File: config.mk
export PLATFORM = sky130hd
export DESIGN_NAME = mips_hazard_ctrl
export DESIGN_NICKNAME = d
export VERILOG_FILES = /design/src/rtl/mips_pkg.sv /design/src/rtl/mips_fwd_unit.sv /design/src/rtl/mips_hazard_ctrl.sv
export SDC_FILE = /design/constraint.sdc
export NUM_CORES = 1
export LEC_CHECK = 0
export CORE_ASPECT_RATIO = 0.6
export CORE_MARGIN = 2
export CORE_UTILIZATION = 25
export CTS_CLUSTER_DIAMETER = 100
export DETAILED_ROUTE_END_ITERATION = 10
export GPL_TIMING_DRIVEN = 1
export HOLD_SLACK_MARGIN = 0.12
export PLACE_DENSITY = 0.54
export SLEW_MARGIN = 25
export SYNTH_ARGS = -nofsm -noshare
export SYNTH_HDL_FRONTEND = slang
export SYNTH_SLANG_ARGS = --single-unit
File: constraint.sdc
create_clock -name clk -period 4.8 [get_ports clk]
set_input_delay 0.96 -clock clk [delete_from_list [all_inputs] [get_ports clk]]
set_output_delay 0.96 -clock clk [all_outputs]
set_load 0.02 [all_outputs]
File: src/rtl/mips_pkg.sv
// Shared definitions for the MIPS pipeline control logic.
package mips_pkg;

    localparam logic [1:0] FWD_RF    = 2'b00;
    localparam logic [1:0] FWD_EXMEM = 2'b10;
    localparam logic [1:0] FWD_MEMWB = 2'b01;

    typedef enum logic {
        RUN      = 1'b0,
        MDU_BUSY = 1'b1
    } hz_state_t;

endpackage

File: src/rtl/mips_fwd_unit.sv
// EX operand forwarding select for one source register; EX/MEM beats MEM/WB.
module mips_fwd_unit
    import mips_pkg::*;
#(
    parameter int unsigned AW = 5
) (
    input  logic [AW-1:0] src,
    input  logic [AW-1:0] mem_rd,
    input  logic          mem_reg_write,
    input  logic [AW-1:0] wb_rd,
    input  logic          wb_reg_write,
    output logic [1:0]    fwd_sel_c
);

    always_comb begin
        fwd_sel_c = FWD_RF;
        if (mem_reg_write && (mem_rd != '0) && (mem_rd == src)) begin
            fwd_sel_c = FWD_EXMEM;
        end else if (wb_reg_write && (wb_rd != '0) && (wb_rd == src)) begin
            fwd_sel_c = FWD_MEMWB;
        end
    end

endmodule

File: src/rtl/mips_hazard_ctrl.sv
// Pipeline sequencer: load-use / branch / MDU stall and flush control,
// EX forwarding selects and saturating stall/flush counters.
module mips_hazard_ctrl
    import mips_pkg::*;
#(
    parameter int unsigned REG_AW  = 5,
    parameter int unsigned MDU_LAT = 4,
    parameter int unsigned CNT_W   = 16
) (
    input  logic              clk,
    input  logic              rst,
    input  logic [REG_AW-1:0] id_rs,
    input  logic [REG_AW-1:0] id_rt,
    input  logic              id_use_rs,
    input  logic              id_use_rt,
    input  logic              id_mdu_op,
    input  logic [REG_AW-1:0] ex_rs,
    input  logic [REG_AW-1:0] ex_rt,
    input  logic [REG_AW-1:0] ex_rd,
    input  logic              ex_mem_read,
    input  logic              ex_branch_taken,
    input  logic [REG_AW-1:0] mem_rd,
    input  logic              mem_reg_write,
    input  logic [REG_AW-1:0] wb_rd,
    input  logic              wb_reg_write,
    output logic              pc_en,
    output logic              ifid_en,
    output logic              ifid_flush,
    output logic              idex_flush,
    output logic              pc_redirect,
    output logic              mdu_start,
    output logic [1:0]        fwd_a,
    output logic [1:0]        fwd_b,
    output logic [CNT_W-1:0]  stall_cnt,
    output logic [CNT_W-1:0]  flush_cnt
);

    localparam int unsigned BUSY_W = (MDU_LAT > 2) ? $clog2(MDU_LAT) : 1;

    hz_state_t         state_q, state_d;
    logic [BUSY_W-1:0] busy_q, busy_d;
    logic [CNT_W-1:0]  stall_cnt_q, stall_cnt_d;
    logic [CNT_W-1:0]  flush_cnt_q, flush_cnt_d;
    logic              load_use;
    logic [1:0]        fwd_a_c, fwd_b_c;

    mips_fwd_unit #(.AW(REG_AW)) u_fwd_a (
        .src           (ex_rs),
        .mem_rd        (mem_rd),
        .mem_reg_write (mem_reg_write),
        .wb_rd         (wb_rd),
        .wb_reg_write  (wb_reg_write),
        .fwd_sel_c     (fwd_a_c)
    );

    mips_fwd_unit #(.AW(REG_AW)) u_fwd_b (
        .src           (ex_rt),
        .mem_rd        (mem_rd),
        .mem_reg_write (mem_reg_write),
        .wb_rd         (wb_rd),
        .wb_reg_write  (wb_reg_write),
        .fwd_sel_c     (fwd_b_c)
    );

    assign load_use = ex_mem_read && (ex_rd != '0) &&
                      ((id_use_rs && (id_rs == ex_rd)) || (id_use_rt && (id_rt == ex_rd)));

    // Next state, control outputs and counter updates; reset forces a bubbled, frozen front end.
    always_comb begin
        state_d     = state_q;
        busy_d      = busy_q;
        pc_en       = 1'b1;
        ifid_en     = 1'b1;
        ifid_flush  = 1'b0;
        idex_flush  = 1'b0;
        pc_redirect = 1'b0;
        mdu_start   = 1'b0;
        fwd_a       = fwd_a_c;
        fwd_b       = fwd_b_c;

        case (state_q)
            RUN: begin
                if (ex_branch_taken) begin
                    pc_redirect = 1'b1;
                    ifid_flush  = 1'b1;
                    idex_flush  = 1'b1;
                end else if (load_use) begin
                    pc_en      = 1'b0;
                    ifid_en    = 1'b0;
                    idex_flush = 1'b1;
                end else if (id_mdu_op) begin
                    mdu_start  = 1'b1;
                    pc_en      = 1'b0;
                    ifid_en    = 1'b0;
                    idex_flush = 1'b1;
                    busy_d     = BUSY_W'(MDU_LAT - 1);
                    state_d    = MDU_BUSY;
                end
            end
            MDU_BUSY: begin
                if (ex_branch_taken) begin
                    pc_redirect = 1'b1;
                    ifid_flush  = 1'b1;
                    idex_flush  = 1'b1;
                    busy_d      = '0;
                    state_d     = RUN;
                end else if (busy_q == '0) begin
                    state_d = RUN;
                end else begin
                    pc_en      = 1'b0;
                    ifid_en    = 1'b0;
                    idex_flush = 1'b1;
                    busy_d     = busy_q - BUSY_W'(1);
                end
            end
            default: begin
                state_d = RUN;
                busy_d  = '0;
            end
        endcase

        if (rst) begin
            pc_en       = 1'b0;
            ifid_en     = 1'b0;
            ifid_flush  = 1'b1;
            idex_flush  = 1'b1;
            pc_redirect = 1'b0;
            mdu_start   = 1'b0;
            fwd_a       = FWD_RF;
            fwd_b       = FWD_RF;
        end

        stall_cnt_d = stall_cnt_q;
        if (!pc_en && (stall_cnt_q != '1)) begin
            stall_cnt_d = stall_cnt_q + CNT_W'(1);
        end
        flush_cnt_d = flush_cnt_q;
        if (pc_redirect && (flush_cnt_q != '1)) begin
            flush_cnt_d = flush_cnt_q + CNT_W'(1);
        end
    end

    always_ff @(posedge clk or posedge rst) begin
        if (rst) begin
            state_q     <= RUN;
            busy_q      <= '0;
            stall_cnt_q <= '0;
            flush_cnt_q <= '0;
        end else begin
            state_q     <= state_d;
            busy_q      <= busy_d;
            stall_cnt_q <= stall_cnt_d;
            flush_cnt_q <= flush_cnt_d;
        end
    end

    assign stall_cnt = stall_cnt_q;
    assign flush_cnt = flush_cnt_q;

endmodule

* Word level (Yosys, flattened, before mapping)
Cells that the tools add are included.
Cells by class: reduce and logical (&&, ||, !) cells 19, eq/ne operators 12, add/subtract/negate cells 3, bitwise operators 1, muxes and demuxes 35
Operators by type and width (count):
- 16-bit by 1-bit adder with 16-bit output (second input constant) | 2
- 16-bit inequality test (second input constant) | 2
- 5-bit == test | 6
- 1-bit two-way mux | 22
- 2-bit two-way mux | 9
- 5-bit nonzero test | 3
- 1-bit logical AND | 12
- 2-bit inequality test (second input constant) | 3
- 1-bit one-hot mux with 2 select lines | 3
- 2-bit one-hot mux with 2 select lines | 1
- 4-bit AND reduction | 1
- 3-bit inequality test (second input constant) | 1
- 2-bit logical NOT | 1
- 2-bit by 1-bit subtractor with 2-bit output (second input constant) | 1
- 1-bit logical NOT | 1
- 1-bit logical OR | 1
- 1-bit NOT | 1
Word-level totals: word-level logic and storage cells 74, output and inout bits 42, register bits 35, bits of input ports 44

* Depth between registers and ports, before layout
Gate-level depths: netlist (run 1).
depth in word-level cells 10, mapped depth 9, mapped depth without buffers 8

* Cells and area by module
From an unflattened synthesis (run 1), not the netlist that was laid out.
Second synthesis, totals: cell total of the unflattened synthesis 223, area total of the unflattened synthesis 2224.6 um^2
By module, submodules not included:
- mips_hazard_ctrl | instances 1, cells an instance 183, area an instance 1921.8 um^2
- mips_fwd_unit | instances 2, cells an instance 20, area an instance 151.4 um^2

* Worst setup path after synthesis (run 1)
OpenSTA, ideal clock, no wires.
kind input to output, start point in rst, end point out fwd_a[0], path slack 1.005 ns, cell stages on the path 4, data arrival time 2.835 ns, path through inv_1 > o311a_1 > nand4_1 > nor4_1
On the way: cells in the longest elaborated chain, start to end 1
Ends and longest elaborated chain:
- from (decl) | RTL line mips_hazard_ctrl.sv:11 | input logic rst,
- 2-bit two-way mux | RTL line mips_hazard_ctrl.sv:122 | if (rst) begin
- to (decl) | RTL line mips_hazard_ctrl.sv:32 | output logic [1:0] fwd_a,
Every way passes these cells.

* Worst setup path after layout (run 1)
start point in ex_rd[1], end point out pc_en
On the way: cells in the longest elaborated chain, start to end 8
Ends and longest elaborated chain:
- from (decl) | RTL line mips_hazard_ctrl.sv:19 | input logic [REG_AW-1:0] ex_rd,
- 5-bit == test | RTL line mips_hazard_ctrl.sv:66 | ((id_use_rs && (id_rs == ex_rd)) || (id_use_rt && (id_rt == ex_rd)));
- 1-bit logical AND | RTL line mips_hazard_ctrl.sv:66
- 1-bit logical OR | RTL line mips_hazard_ctrl.sv:66
- 1-bit logical AND (*) | RTL line mips_hazard_ctrl.sv:65 | assign load_use = ex_mem_read && (ex_rd != '0) &&
- 1-bit two-way mux (*) | RTL line mips_hazard_ctrl.sv:87 | end else if (load_use) begin
- 1-bit two-way mux (*) | RTL line mips_hazard_ctrl.sv:83 | if (ex_branch_taken) begin
- 1-bit one-hot mux with 2 select lines (*) | RTL line mips_hazard_ctrl.sv:81 | case (state_q)
- 1-bit two-way mux (*) | RTL line mips_hazard_ctrl.sv:122
- to (decl) | RTL line mips_hazard_ctrl.sv:26 | output logic pc_en,
Mark *: on every way between the ends. The rest lies on a longest branch, timed or not.

==> run metrics, run 1 <==
post-synthesis simple-gate area fraction=0.215; max_slew headroom=0.610; P_leak=1.25 nW; largest area contributor in the netlist=dfrtp_1; fmax=228 MHz; sequential fraction of the synthesis area=0.407; placement row count=26; vias in the first global route=1,799; Top FF cell, synth=dfrtp_1; Synth Area in XOR/XNOR=0.228; GRT Total Usage=0.127; CTS Buf Count=5; First-pass DRT Iterations=4; DRC Markers=0; Post-synth EDFFs=0; worst-margin pin slew=583 ps; synthesized net count=274; Finish-stage setup viols=0; Critical Path Sink Type=output pin; number of antenna violations at the first check in global routing=0; via count=1,957; layout cells sized above 1=0.0380; post-synth cell types=39; ys async rst share=1.00; largest family of logic cells by synthesized area=XOR/XNOR gates; area taken by multi-input logic gates=1210 sq um; worst-case vdd ir drop=210 uV; fillers=828; global-route wire length before repair=9050 um; Synth warnings=0; Area contributors post-synth=dfrtp_1 (41%), xnor2_1 (15%), xor2_1 (7.3%), nand2_1 (3.5%), nand4_1 (3.2%); Post-DRT Antenna Nets=0; final WL=5980 um; CTS H-Tree Depth=2; CTS-repair resized insts=0; CTS tree=done; post-synthesis mux area share=0.0151; WL per Instance=14.0 um; CP Max Fanout=9; Hold WC Path Type=reg2reg; Adder-Cell Fraction of Synth Area=0.0174; PwrDens=407 nW/um^2; Hold WS=491 ps; top-count cell post-synth=xnor2_1; port buffer count=85; unrepaired setup endpoints after global routing=no; Layout Utilization=0.386; Placer Congestion=0.811; 1st-iter DRT viols=62; Compound-Gate Fraction of Synth Area=0.0848; Syn Area/Cell=9.49 sq um; core area=8430 sq um; root buffer cell=clkbuf_16; critical path class=in2out; Cell Area, Synth=2150 sq um; die area=9400 sq um; Min Clock Period, post-route=4380 ps; total grt overflow=0; status=finished, final reports clean; Antenna diodes=0; Synth Register Bits=35; most frequent cells after synthesis=xnor2_1 (38), dfrtp_1 (35), nand2_1 (20), xor2_1 (18), nor2_1 (17); clk buf depth=2; hold buffers post-CTS=0; worst path required time=3840 ps; setup_tns=0 ps; Tcrit/Tclk final=0.912; Cells after Synth=227; io pins=86; clock slew at reported path FFs=50 ps; area grow syn2layout=51.0%; setup bufs post-CTS=0; Die X=124 um; DR vias/cell=4.57; Worst Setup Start Kind=input pin; Die Ht=75.9 um; DP Wirelength=4600 um; Final nets=364; initial core utilization=0.256; pin count of the biggest net entering global routing=39; Final Hold Fails=0; clk sinks=35; Fin Clk Skew=5.80 ps; area taken by flip-flops and latches=876 sq um; Synth top area share=0.407; Clock Latency Late Sink=280 ps; Worst EP arrival=3420 ps; fin. max-slew vios=0; Max-Cap Viols=0
-- power by group --
part	internal [mW]	leakage [nW]	switching (mW)
Sequential	0.379	0.431	0.104
Clock	0.186	0.0628	0.115
Combinational	0.266	0.752	0.273
Total	0.832	1.25	0.492
-- cell type report --
cell class,count,share of cell area
timing repair buffer,86,0.264
multi-input combinational,178,0.371
tap,112,0.0431
inverter,11,0.0127
sequential,35,0.269
clock buffer,6,0.0396
-- state kept, by name (all words and copies together) (netlist names) --
| name | cells |
|---|---|
| busy_q | 2 |
| stall_cnt | 16 |
| flush_cnt | 16 |
| state_q | 1 |
-- critical path, stage by stage --
cell             delay, ps
clkdlybuf4s50_1        470
or4_1                  560
o21a_1                 210
a311o_1                490
inv_1                  120
clkdlybuf4s50_1        600
-- cells by family after synthesis --
| kind of cell | count (synthesis) |
|---|---|
| compound gates | 24 |
| xor+xnor | 56 |
| fa+ha+maj | 3 |
| buf+inv | 14 |
| flops | 35 |
| mux | 3 |
| simple gates | 92 |
-- cell usage in the layout, fill, tap and decap left out, types with 2 or more instances in the layout --
cell type        count
clkdlybuf4s50_1     85
xnor2_1             38
dfrtp_1             35
nand2_1             20
xor2_1              18
nor2_1              17
nand3_1             13
nor3_1              12
inv_1               11
nand4_1             11
nor4_1               7
clkbuf_16            5
a21oi_1              4
a31oi_1              3
nand2b_1             3
o21ai_0              3
ha_1                 3
and3_1               2
or3_1                2
or4_1                2
o21a_1               2
-- layer usage --
layer,track usage,vias to the layer above,wire length (um)
met5,0,-,0
met4,0.0492,0,73
met3,0.0412,8,390
met2,0.164,50,2330
met1,0.192,915,3180
li1,-,984,-
-- path summary, 6_finish.rpt --
| kind | from | to | slack (ps) | depth (start not counted) |
|---|---|---|---|---|
| worst min-delay path | flush_cnt[8]$_DFFE_PP0P_ | flush_cnt[8]$_DFFE_PP0P_ | 490 | 1 |
| max in group asynchronous | rst | flush_cnt[7]$_DFFE_PP0P_ | 3070 | 3 |
| worst max-delay path | ex_rd[1] | pc_en | 420 | 6 |
| min in group asynchronous | rst | stall_cnt[10]$_DFFE_PP0P_ | 1370 | 3 |
| worst min register to register | flush_cnt[8]$_DFFE_PP0P_ | flush_cnt[8]$_DFFE_PP0P_ | 490 | 1 |
| worst max register to register | stall_cnt[0]$_DFFE_PP0P_ | stall_cnt[1]$_DFFE_PP0P_ | 2330 | 6 |
-- metrics by stage --
stage / cells / power, mW / setup slack [ps] / cell area [sq um]
6_report: 428 / 1.32 / 423 / 3250
5_1_grt: 428 / 1.40 / 305 / 3250
4_1_cts: 428 / 1.34 / 426 / 3250
3_5_place_dp: 422 / 1.03 / 433 / 3120
3_3_place_gp: 422 / 1.02 / 453 / 3120
2_1_floorplan: 227 / 0.762 / 1000 / 2150
No activity file was read; power rests on OpenSTA's default activity.
==> inputs of run 2 (changes only) <==
Settings changed: PLACE_DENSITY 0.54 to 0.49.
==> run metrics, run 2 (same netlist as run 1, synthesis figures left out) <==
Post-DRT Antenna Nets=0 (unchanged); via count=1,929 (-1.4%); root buffer cell=clkbuf_16; setup bufs post-CTS=0 (unchanged); Final nets=364 (unchanged); slowest stage delay, CP=610 ps (about the same); P_leak=1.26 nW (+0.80%); Antenna diodes=0 (unchanged); Die X=124 um (unchanged); First-pass DRT Iterations=4 (unchanged); area grow syn2layout=51.7%; clk sinks=35 (unchanged); most common cell after layout, fill and taps aside=clkdlybuf4s50_1; setup_tns=0 ps (unchanged); DP Wirelength=4730 um (+2.9%); number of antenna violations at the first check in global routing=0 (unchanged); Clock Latency Late Sink=280 ps (about the same); DRC Markers=0 (unchanged); final WL=5950 um (-0.40%); most frequent cells in the layout=clkdlybuf4s50_1 (85), xnor2_1 (38), dfrtp_1 (35), nand2_1 (20), xor2_1 (18); area taken by flip-flops and latches=876 sq um (unchanged); GRT Total Usage=0.131 (+0.00368); clk buf depth=2 (unchanged); global-route wire length before repair=9460 um (+4.6%); placement row count=26 (unchanged); Slowest cell on crit path=clkdlybuf4s50_1; Worst Setup Start Kind=input pin; WL per Instance=13.9 um (-0.63%); critical path class=in2out; port buffer count=85 (unchanged); Min Clock Period, post-route=4400 ps (+20.9 ps); Worst EP arrival=3440 ps (+20 ps); CTS Buf Count=5 (unchanged); layout cells sized above 1=0.0442 (+0.00619); Tcrit/Tclk final=0.916 (+0.00435); status=finished, final reports clean; fin. max-slew vios=0 (unchanged); CTS-repair resized insts=0 (unchanged); worst path required time=3840 ps (about the same); fmax=227 MHz (-0.47%); Final Hold Fails=0 (unchanged); family with the most delay on the worst path=buffers and inverters; total grt overflow=0 (unchanged); worst-margin pin slew=600 ps (+17.0 ps); PwrDens=409 nW/um^2 (+0.45%); area taken by multi-input logic gates=1210 sq um (unchanged); worst-case vdd ir drop=253 uV (+21%); max_slew headroom=0.598 (-0.0114); Finish-stage setup viols=0 (unchanged); vias in the first global route=1,859 (+3.3%); pin count of the biggest net entering global routing=39 (unchanged); 1st-iter DRT viols=54 (-13%); Placer Congestion=0.764 (-5.9%); CTS tree=done; Critical Path Sink Type=output pin; CP Max Fanout=9 (unchanged); CTS H-Tree Depth=2 (unchanged); Fin Clk Skew=6.34 ps (+0.546 ps); Layout Utilization=0.388 (+0.00178); fillers=836 (+0.97%); clock slew at reported path FFs=60 ps (about the same); die area=9400 sq um (unchanged); initial core utilization=0.256 (unchanged); core area=8430 sq um (unchanged); Hold WC Path Type=reg2reg; most frequent CP cell=clkdlybuf4s50_1; io pins=86 (unchanged); Max-Cap Viols=0 (unchanged); crit-path cells=clkdlybuf4s50_1 > or4_1 > o21a_1 > a311o_1 > inv_1 > clkdlybuf4s50_1; hold buffers post-CTS=0 (unchanged); DR vias/cell=4.50 (-1.7%); Die Ht=75.9 um (unchanged); CP bufs+invs=3 (unchanged); unrepaired setup endpoints after global routing=no
run 2: per-layer routing:
| metal | global-route usage | vias to the layer above | wire length [um] |
|---|---|---|---|
| met5 | 0 | - | 0 |
| met4 | 0.0303 | 0 | 35 |
| met3 | 0.0374 | 5 | 340 |
| met2 | 0.169 | 40 | 2370 |
| met1 | 0.208 | 904 | 3210 |
| li1 | - | 980 | - |
run 2: layout make-up:
class	count	area share
multi-input combinational	178	0.369
timing repair buffer	86	0.263
sequential	35	0.268
inverter	11	0.0126
clock buffer	6	0.0425
tap	112	0.0429
clock inverter	1	0.00153
run 2: power breakdown:
| group | switching, mW | internal (mW) |
|---|---|---|
| Combinational | 0.268 | 0.265 |
| Sequential | 0.102 | 0.379 |
| Clock | 0.120 | 0.203 |
run 2: through the flow:
| step | hold WS, ps | cells | total power [mW] | worst slack [ps] | instance area (sq um) |
|---|---|---|---|---|---|
| 3_3_place_gp | 484 | 422 | 1.02 | 437 | 3120 |
| 2_1_floorplan | 502 | 227 | 0.762 | 1000 | 2150 |
| 5_1_grt | 518 | 429 | 1.42 | 324 | 3270 |
| 3_5_place_dp | 482 | 422 | 1.02 | 409 | 3120 |
| 4_1_cts | 492 | 429 | 1.35 | 403 | 3270 |
| 6_report | 491 | 429 | 1.34 | 403 | 3270 |
run 2: worst paths after layout:
check	start	end	slack (ps)	cells past startpoint
setup reg to reg	stall_cnt[0]$_DFFE_PP0P_	stall_cnt[1]$_DFFE_PP0P_	2350	6
setup / recovery	ex_rd[1]	ifid_en	400	6
hold reg to reg	stall_cnt[6]$_DFFE_PP0P_	stall_cnt[6]$_DFFE_PP0P_	490	1
min in group asynchronous	rst	stall_cnt[15]$_DFFE_PP0P_	1370	3
max in group asynchronous	rst	flush_cnt[3]$_DFFE_PP0P_	3080	3
hold / removal	stall_cnt[6]$_DFFE_PP0P_	stall_cnt[6]$_DFFE_PP0P_	490	1
